File: config.mk
export PLATFORM = sky130hd
export DESIGN_NAME = sdram_arbiter
export DESIGN_NICKNAME = d
export VERILOG_FILES = /design/src/rtl/sdram_arbiter.sv
export SDC_FILE = /design/constraint.sdc
export NUM_CORES = 1
export LEC_CHECK = 0
export BUFFER_PORTS_ARGS = -buffer_cell sky130_fd_sc_hd__buf_4
export CORE_ASPECT_RATIO = 2
export CORE_MARGIN = 2
export CORE_UTILIZATION = 58
export CTS_CLUSTER_DIAMETER = 40
export CTS_CLUSTER_SIZE = 20
export DETAILED_ROUTE_END_ITERATION = 8
export PLACE_DENSITY = 0.84
export SYNTH_ARGS = -nofsm -noshare
export SYNTH_HDL_FRONTEND = slang
export SYNTH_SLANG_ARGS = --single-unit
File: constraint.sdc
create_clock -name clk -period 4 [get_ports clk]
set_input_delay 0.4 -clock clk [delete_from_list [all_inputs] [get_ports clk]]
set_output_delay 0.4 -clock clk [all_outputs]
set_load 0.005 [all_outputs]
File: src/rtl/sdram_arbiter.sv
// Arbitrates one SDRAM controller port between a ROM download writer and four
// read clients; each client keeps a one-entry hit register of its last read.
module sdram_arbiter #(
    parameter int ADDR_WIDTH = 23,
    parameter int DATA_WIDTH = 32
) (
    input  logic                  clk,
    input  logic                  reset,
    input  logic                  dl_wr,
    input  logic [ADDR_WIDTH-1:0] dl_addr,
    input  logic [DATA_WIDTH-1:0] dl_data,
    output logic                  dl_busy,
    input  logic                  c0_rd,
    input  logic [ADDR_WIDTH-1:0] c0_addr,
    output logic [DATA_WIDTH-1:0] c0_q,
    output logic                  c0_valid,
    input  logic                  c1_rd,
    input  logic [ADDR_WIDTH-1:0] c1_addr,
    output logic [DATA_WIDTH-1:0] c1_q,
    output logic                  c1_valid,
    input  logic                  c2_rd,
    input  logic [ADDR_WIDTH-1:0] c2_addr,
    output logic [DATA_WIDTH-1:0] c2_q,
    output logic                  c2_valid,
    input  logic                  c3_rd,
    input  logic [ADDR_WIDTH-1:0] c3_addr,
    output logic [DATA_WIDTH-1:0] c3_q,
    output logic                  c3_valid,
    output logic [ADDR_WIDTH-1:0] sdram_addr,
    output logic [DATA_WIDTH-1:0] sdram_data,
    output logic                  sdram_we,
    output logic                  sdram_req,
    input  logic                  sdram_ack,
    input  logic                  sdram_valid,
    input  logic [DATA_WIDTH-1:0] sdram_q
);

    typedef enum logic [1:0] {S_IDLE, S_REQ, S_WAIT} state_t;

    state_t                state_q, state_d;
    logic [3:0]            rd_vec;
    logic [ADDR_WIDTH-1:0] rd_addr [4];

    logic [3:0]            pend_q, pend_d;
    logic [ADDR_WIDTH-1:0] pend_addr_q [4];
    logic [ADDR_WIDTH-1:0] pend_addr_d [4];
    logic [ADDR_WIDTH-1:0] tag_q [4];
    logic [ADDR_WIDTH-1:0] tag_d [4];
    logic [3:0]            tag_v_q, tag_v_d;
    logic [DATA_WIDTH-1:0] cq_q [4];
    logic [DATA_WIDTH-1:0] cq_d [4];
    logic [3:0]            cvalid_q, cvalid_d;

    logic                  dl_pend_q, dl_pend_d;
    logic [ADDR_WIDTH-1:0] dl_addr_q, dl_addr_d;
    logic [DATA_WIDTH-1:0] dl_data_q, dl_data_d;
    logic                  dl_busy_q, dl_busy_d;

    logic                  req_q, req_d;
    logic                  we_q, we_d;
    logic [ADDR_WIDTH-1:0] addr_q, addr_d;
    logic [DATA_WIDTH-1:0] data_q, data_d;
    logic [1:0]            rr_q, rr_d;
    logic [1:0]            gnt_q, gnt_d;

    logic                  found;
    logic [1:0]            sel;
    logic [1:0]            cand;

    assign rd_vec     = {c3_rd, c2_rd, c1_rd, c0_rd};
    assign rd_addr[0] = c0_addr;
    assign rd_addr[1] = c1_addr;
    assign rd_addr[2] = c2_addr;
    assign rd_addr[3] = c3_addr;

    assign c0_q     = cq_q[0];
    assign c1_q     = cq_q[1];
    assign c2_q     = cq_q[2];
    assign c3_q     = cq_q[3];
    assign c0_valid = cvalid_q[0];
    assign c1_valid = cvalid_q[1];
    assign c2_valid = cvalid_q[2];
    assign c3_valid = cvalid_q[3];

    assign dl_busy    = dl_busy_q;
    assign sdram_req  = req_q;
    assign sdram_we   = we_q;
    assign sdram_addr = addr_q;
    assign sdram_data = data_q;

    always_comb begin
        state_d     = state_q;
        pend_d      = pend_q;
        pend_addr_d = pend_addr_q;
        tag_d       = tag_q;
        tag_v_d     = tag_v_q;
        cq_d        = cq_q;
        cvalid_d    = '0;
        dl_pend_d   = dl_pend_q;
        dl_addr_d   = dl_addr_q;
        dl_data_d   = dl_data_q;
        dl_busy_d   = dl_busy_q;
        req_d       = req_q;
        we_d        = we_q;
        addr_d      = addr_q;
        data_d      = data_q;
        rr_d        = rr_q;
        gnt_d       = gnt_q;
        found       = 1'b0;
        sel         = rr_q;
        cand        = '0;

        // Round-robin search starting at rr_q
        for (int k = 0; k < 4; k++) begin
            cand = rr_q + 2'(k);
            if (!found && pend_q[cand]) begin
                found = 1'b1;
                sel   = cand;
            end
        end

        case (state_q)
            S_IDLE: begin
                if (dl_pend_q) begin
                    req_d     = 1'b1;
                    we_d      = 1'b1;
                    addr_d    = dl_addr_q;
                    data_d    = dl_data_q;
                    dl_pend_d = 1'b0;
                    state_d   = S_REQ;
                end else if (found) begin
                    req_d       = 1'b1;
                    we_d        = 1'b0;
                    addr_d      = pend_addr_q[sel];
                    pend_d[sel] = 1'b0;
                    rr_d        = sel + 2'd1;
                    gnt_d       = sel;
                    state_d     = S_REQ;
                end
            end
            S_REQ: begin
                if (sdram_ack) begin
                    req_d = 1'b0;
                    if (we_q) begin
                        // Download may have rewritten any cached word
                        dl_busy_d = 1'b0;
                        tag_v_d   = '0;
                        state_d   = S_IDLE;
                    end else begin
                        state_d = S_WAIT;
                    end
                end
            end
            S_WAIT: begin
                if (sdram_valid) begin
                    cq_d[gnt_q]     = sdram_q;
                    cvalid_d[gnt_q] = 1'b1;
                    tag_d[gnt_q]    = addr_q;
                    tag_v_d[gnt_q]  = 1'b1;
                    state_d         = S_IDLE;
                end
            end
            default: state_d = S_IDLE;
        endcase

        // New strobes compare against the registered tag; a set pending bit wins over a grant clear
        for (int i = 0; i < 4; i++) begin
            if (rd_vec[i]) begin
                if (tag_v_q[i] && (rd_addr[i] == tag_q[i])) begin
                    cvalid_d[i] = 1'b1;
                end else begin
                    pend_d[i]      = 1'b1;
                    pend_addr_d[i] = rd_addr[i];
                end
            end
        end

        if (dl_wr) begin
            dl_pend_d = 1'b1;
            dl_addr_d = dl_addr;
            dl_data_d = dl_data;
            dl_busy_d = 1'b1;
        end
    end

    always_ff @(posedge clk) begin
        if (reset) begin
            state_q   <= S_IDLE;
            pend_q    <= '0;
            tag_v_q   <= '0;
            cvalid_q  <= '0;
            dl_pend_q <= 1'b0;
            dl_addr_q <= '0;
            dl_data_q <= '0;
            dl_busy_q <= 1'b0;
            req_q     <= 1'b0;
            we_q      <= 1'b0;
            addr_q    <= '0;
            data_q    <= '0;
            rr_q      <= '0;
            gnt_q     <= '0;
            for (int i = 0; i < 4; i++) begin
                pend_addr_q[i] <= '0;
                tag_q[i]       <= '0;
                cq_q[i]        <= '0;
            end
        end else begin
            state_q     <= state_d;
            pend_q      <= pend_d;
            pend_addr_q <= pend_addr_d;
            tag_q       <= tag_d;
            tag_v_q     <= tag_v_d;
            cq_q        <= cq_d;
            cvalid_q    <= cvalid_d;
            dl_pend_q   <= dl_pend_d;
            dl_addr_q   <= dl_addr_d;
            dl_data_q   <= dl_data_d;
            dl_busy_q   <= dl_busy_d;
            req_q       <= req_d;
            we_q        <= we_d;
            addr_q      <= addr_d;
            data_q      <= data_d;
            rr_q        <= rr_d;
            gnt_q       <= gnt_d;
        end
    end

endmodule

==> impl_metrics.csv <==
group,metric,value,unit
timing,relSlewSlack,22.7,%
timing,finalSetupViolCount,0,
clock_network,ctsResizeCount,0,
power,p_total,9.78,mW
synthesis,synth_edf_count,0,
placed_design,port_buffers,377,
clock_network,root_buffer,"clkbuf_16",
flow_run,drv_cap,0,
route,drt-wirelength-per-cell,23.6,um
timing,tns,0,ns
timing,fmax,375,MHz
die,die_h,247,um
global_routing,grt_start_max_net_pins,110,
die,start_util,59.0,%
synthesis,ys_warn_count,0,
die,rows,88,
clock_network,clock_latency,0.54,ns
synthesis,ys_ff_latch,444,
clock_network,cts_tree,"done",
power,ir_drop,0.452,mV
route,vias,15700,
global_routing,track_usage,38.0,%
synthesis,seq_area_frac_synth,52.0,%
worst_setup_path,path_depth,6,
global_routing,overflow,0,
route,drt_wl_total,60900,um
die,die-area,30900,sq um
synthesis,synthesis.instances,1899,
clock_network,clk_path_buf_depth,3,
timing,worst_slew_pin_slew,1.16,ns
worst_setup_path,crit_fanout,23,
synthesis,async_reset_ff_share,0,%
route,drt-initial-drc-count,1105,
worst_setup_path,reg2reg_depth,6,
layout,n_antenna_cell,0,
die,die_x,125,um
timing,skew,0.0152,ns
synthesis,synth_area_per_cell,9.00,sq um
layout,fin_cells,2586,
worst_setup_path,regToRegStartpoint,"pend_q[3]$_SDFF_PP0_",
worst_setup_path,required,4.39,ns
synthesis,yosysUniqueCellTypes,56,
route,drc_errors,0,
worst_setup_path,cp_top_family,"compound AO/OA/AOI/OAI gates",
timing,drv_slew,0,
worst_hold_path,hp-class,"input port to register",
synthesis,synth-main-ff-cell,"dfxtp_1",
route,ant_nets,0,
worst_hold_path,holdPathStages,3,
placed_design,gp_congestion,0.997,
synthesis,syn_nets,2087,
layout,synthToLayoutAreaGrowth,24.2,%
synthesis,synth_area,17100,sq um
clock_network,clk_pin_slew_worst_paths,0.08,ns
worst_setup_path,crit_path_end,"sdram_addr[7]$_SDFFE_PP0P_",
placed_design,post-dp-hpwl,43700,um
clock_network,htree_levels,2,
power,p_per_area,461,nW/um^2
timing,final_hold_viol_count,0,
layout,nNetsFinal,2392,
die,ios,378,
worst_setup_path,worstSetupStartpointType,"register",
worst_setup_path,crit_path_max_incr_delay,0.63,ns
global_routing,grt_pass1_vias,15700,
layout,layout-drive-gt1-share,22.4,%
global_routing,grt_pass1_wl,89700,um
worst_setup_path,crit_slowest_cell,"mux2i_1",
worst_setup_path,crit_type,"register to register",
timing,finalCriticalPeriod,2.67,ns
route,drt-pass1-iter-count,5,
die,coreArea,29000,sq um
worst_setup_path,crit_arrival,3.06,ns
clock_network,clkSinkCount,444,
worst_setup_path,regToRegSetupSlack,1.33,ns
worst_setup_path,crit_chain,"nor2b_1 -> o21ai_0 -> o311a_2 -> buf_4 -> mux2i_1 -> a221oi_2",
clock_network,cts_inserted_buffers,36,
placed_design,place_inst,2526,
power,cellLeakagePower,8.57,nW
timing,fin_crit_sh,66.7,%
worst_setup_path,timing.rr.end,"sdram_addr[7]$_SDFFE_PP0P_",
clock_network,cts_setup_buffers,0,
timing,rsz0062_at_grt,"false",
clock_network,ctsHoldBuffers,0,
worst_setup_path,cp-end-kind,"register",
global_routing,antenna_found_initial,0,
worst_setup_path,crit_start,"pend_q[3]$_SDFF_PP0_",
worst_setup_path,critical_path_buf_inv_count,1,
status,status,"finished, final reports clean",
route,drt-vias-per-instance,6.06,
## cell type report
class,instances,area (sq um)
clock buffers,44,992
fillers,2173,7730
repair buffers,401,3020
multi-input cells,1315,7640
flip-flops and latches,444,8890
clock inverters,16,209
well taps,360,450
inverters,6,22.5
## sequential cells by signal, summed over array words and instances (netlist names), 23 cells and up
name / flops
c2_q: 32
sdram_data: 32
tag_q: 92
sdram_addr: 23
c1_q: 32
dl_addr_q: 23
c3_q: 32
c0_q: 32
pend_addr_q: 92
dl_data_q: 32
## worst min-delay path by stage
stage                                          start                          end  slack, ns
after floorplan              tag_v_q[0]$_SDFFE_PP0P_      tag_v_q[0]$_SDFFE_PP0P_       0.43
after global placement    dl_data_q[13]$_SDFFE_PP0P_  sdram_data[13]$_SDFFE_PP0P_       0.44
after detailed placement        c3_q[9]$_SDFFE_PP0P_         c3_q[9]$_SDFFE_PP0P_       0.45
after CTS                                dl_data[12]   dl_data_q[12]$_SDFFE_PP0P_       0.08
after global routing                     dl_data[12]   dl_data_q[12]$_SDFFE_PP0P_       0.09
final                                     dl_addr[1]    dl_addr_q[1]$_SDFFE_PP0P_       0.09
## power breakdown
group | leakage [nW] | switching [mW] | internal (mW)
registers | 3.62 | 0.316 | 4.59
clock network | 0.588 | 1.69 | 2.00
logic | 4.37 | 0.654 | 0.522
total | 8.57 | 2.66 | 7.11
## cell usage in the layout, fill, tap and decap left out, drive strengths merged, types with 4 or more instances in the layout
cell,count
o22ai,4
or3,23
buf,401
inv,12
a41o,4
nor3,7
and4,5
xor2,58
xnor2,35
or4,5
mux2i,102
nand4,8
clkbuf,44
nand2,520
nor2b,4
a31o,4
dfxtp,444
a21oi,263
nor2,83
a221oi,23
nor4,16
o211ai,23
a22o,92
clkinv,5
## worst min-delay path: cells and delay by family
family | cells | cell delay [ns]
AND/OR/NAND/NOR | 1 | 0.07
multiplexers | 1 | 0.05
buffers and inverters | 1 | 0.08
## metrics by stage
stage / utilization, % / hold slack, ns / cell area [sq um] / worst slack [ns]
4_1_cts: 73.3 / 0.0791 / 21200 / 1.50
6_report: 73.3 / 0.0935 / 21200 / 1.33
5_1_grt: 73.3 / 0.0887 / 21200 / 1.27
3_5_place_dp: 69.1 / 0.447 / 20000 / 1.49
2_1_floorplan: - / 0.429 / 17100 / 2.05
3_3_place_gp: 69.1 / 0.437 / 20000 / 1.51
## cell families (layout without fill, tap and decap cells)
logic type      count (synthesis)  count (layout)  share of synthesized area [%]
compound gates                429             429                           16.7
xor+xnor                       93              93                           4.77
flops                         444             444                           52.0
mux                           102             102                           5.98
buf+inv                       140             467                           3.57
simple gates                  691             691                           17.0
## layer usage
metal	part of all wire, %	vias up	global-route usage, %
li1	-	7080	-
met1	31	7412	35.8
met2	50	860	67.1
met3	7.6	311	9.09
met4	11	0	35.2
met5	0	-	0
## cells in the mapped netlist, types with 2 or more instances
library cell  instances  area share [%]
nor3_1                2           0.059
mux2i_1             102             6.0
nand2b_1              2           0.073
o211ai_1             23             1.0
a211oi_1              2           0.088
or3_1                23            0.84
nand2_1             520              11
buf_2                25            0.73
a31oi_1               3            0.11
nor4_1               14            0.51
inv_1                 5            0.11
buf_4                 2           0.088
buf_1                 5            0.11
clkbuf_1             96             2.1
a221oi_1              3            0.15
nor2_1               83             1.8
nor3b_1               2           0.088
and4b_1               3            0.18
xnor2_1              35             1.8
buf_6                 6            0.40
a221oi_2             20             1.8
and4_1                5            0.26
nand4_1               8            0.29
nor2b_1               4            0.15
dfxtp_1             444              52
a22o_1               92             4.7
o21bai_1              3            0.13
nor3_2                5            0.29
o21ai_0               3           0.088
nand3_1               3           0.088
o22ai_1               4            0.15
a41o_1                4            0.23
or4_1                 4            0.18
xor2_1               58             3.0
nor4b_1               2            0.10
a31o_1                3            0.15
a21oi_1             262             7.7
Power figures use the tool's default switching activity.
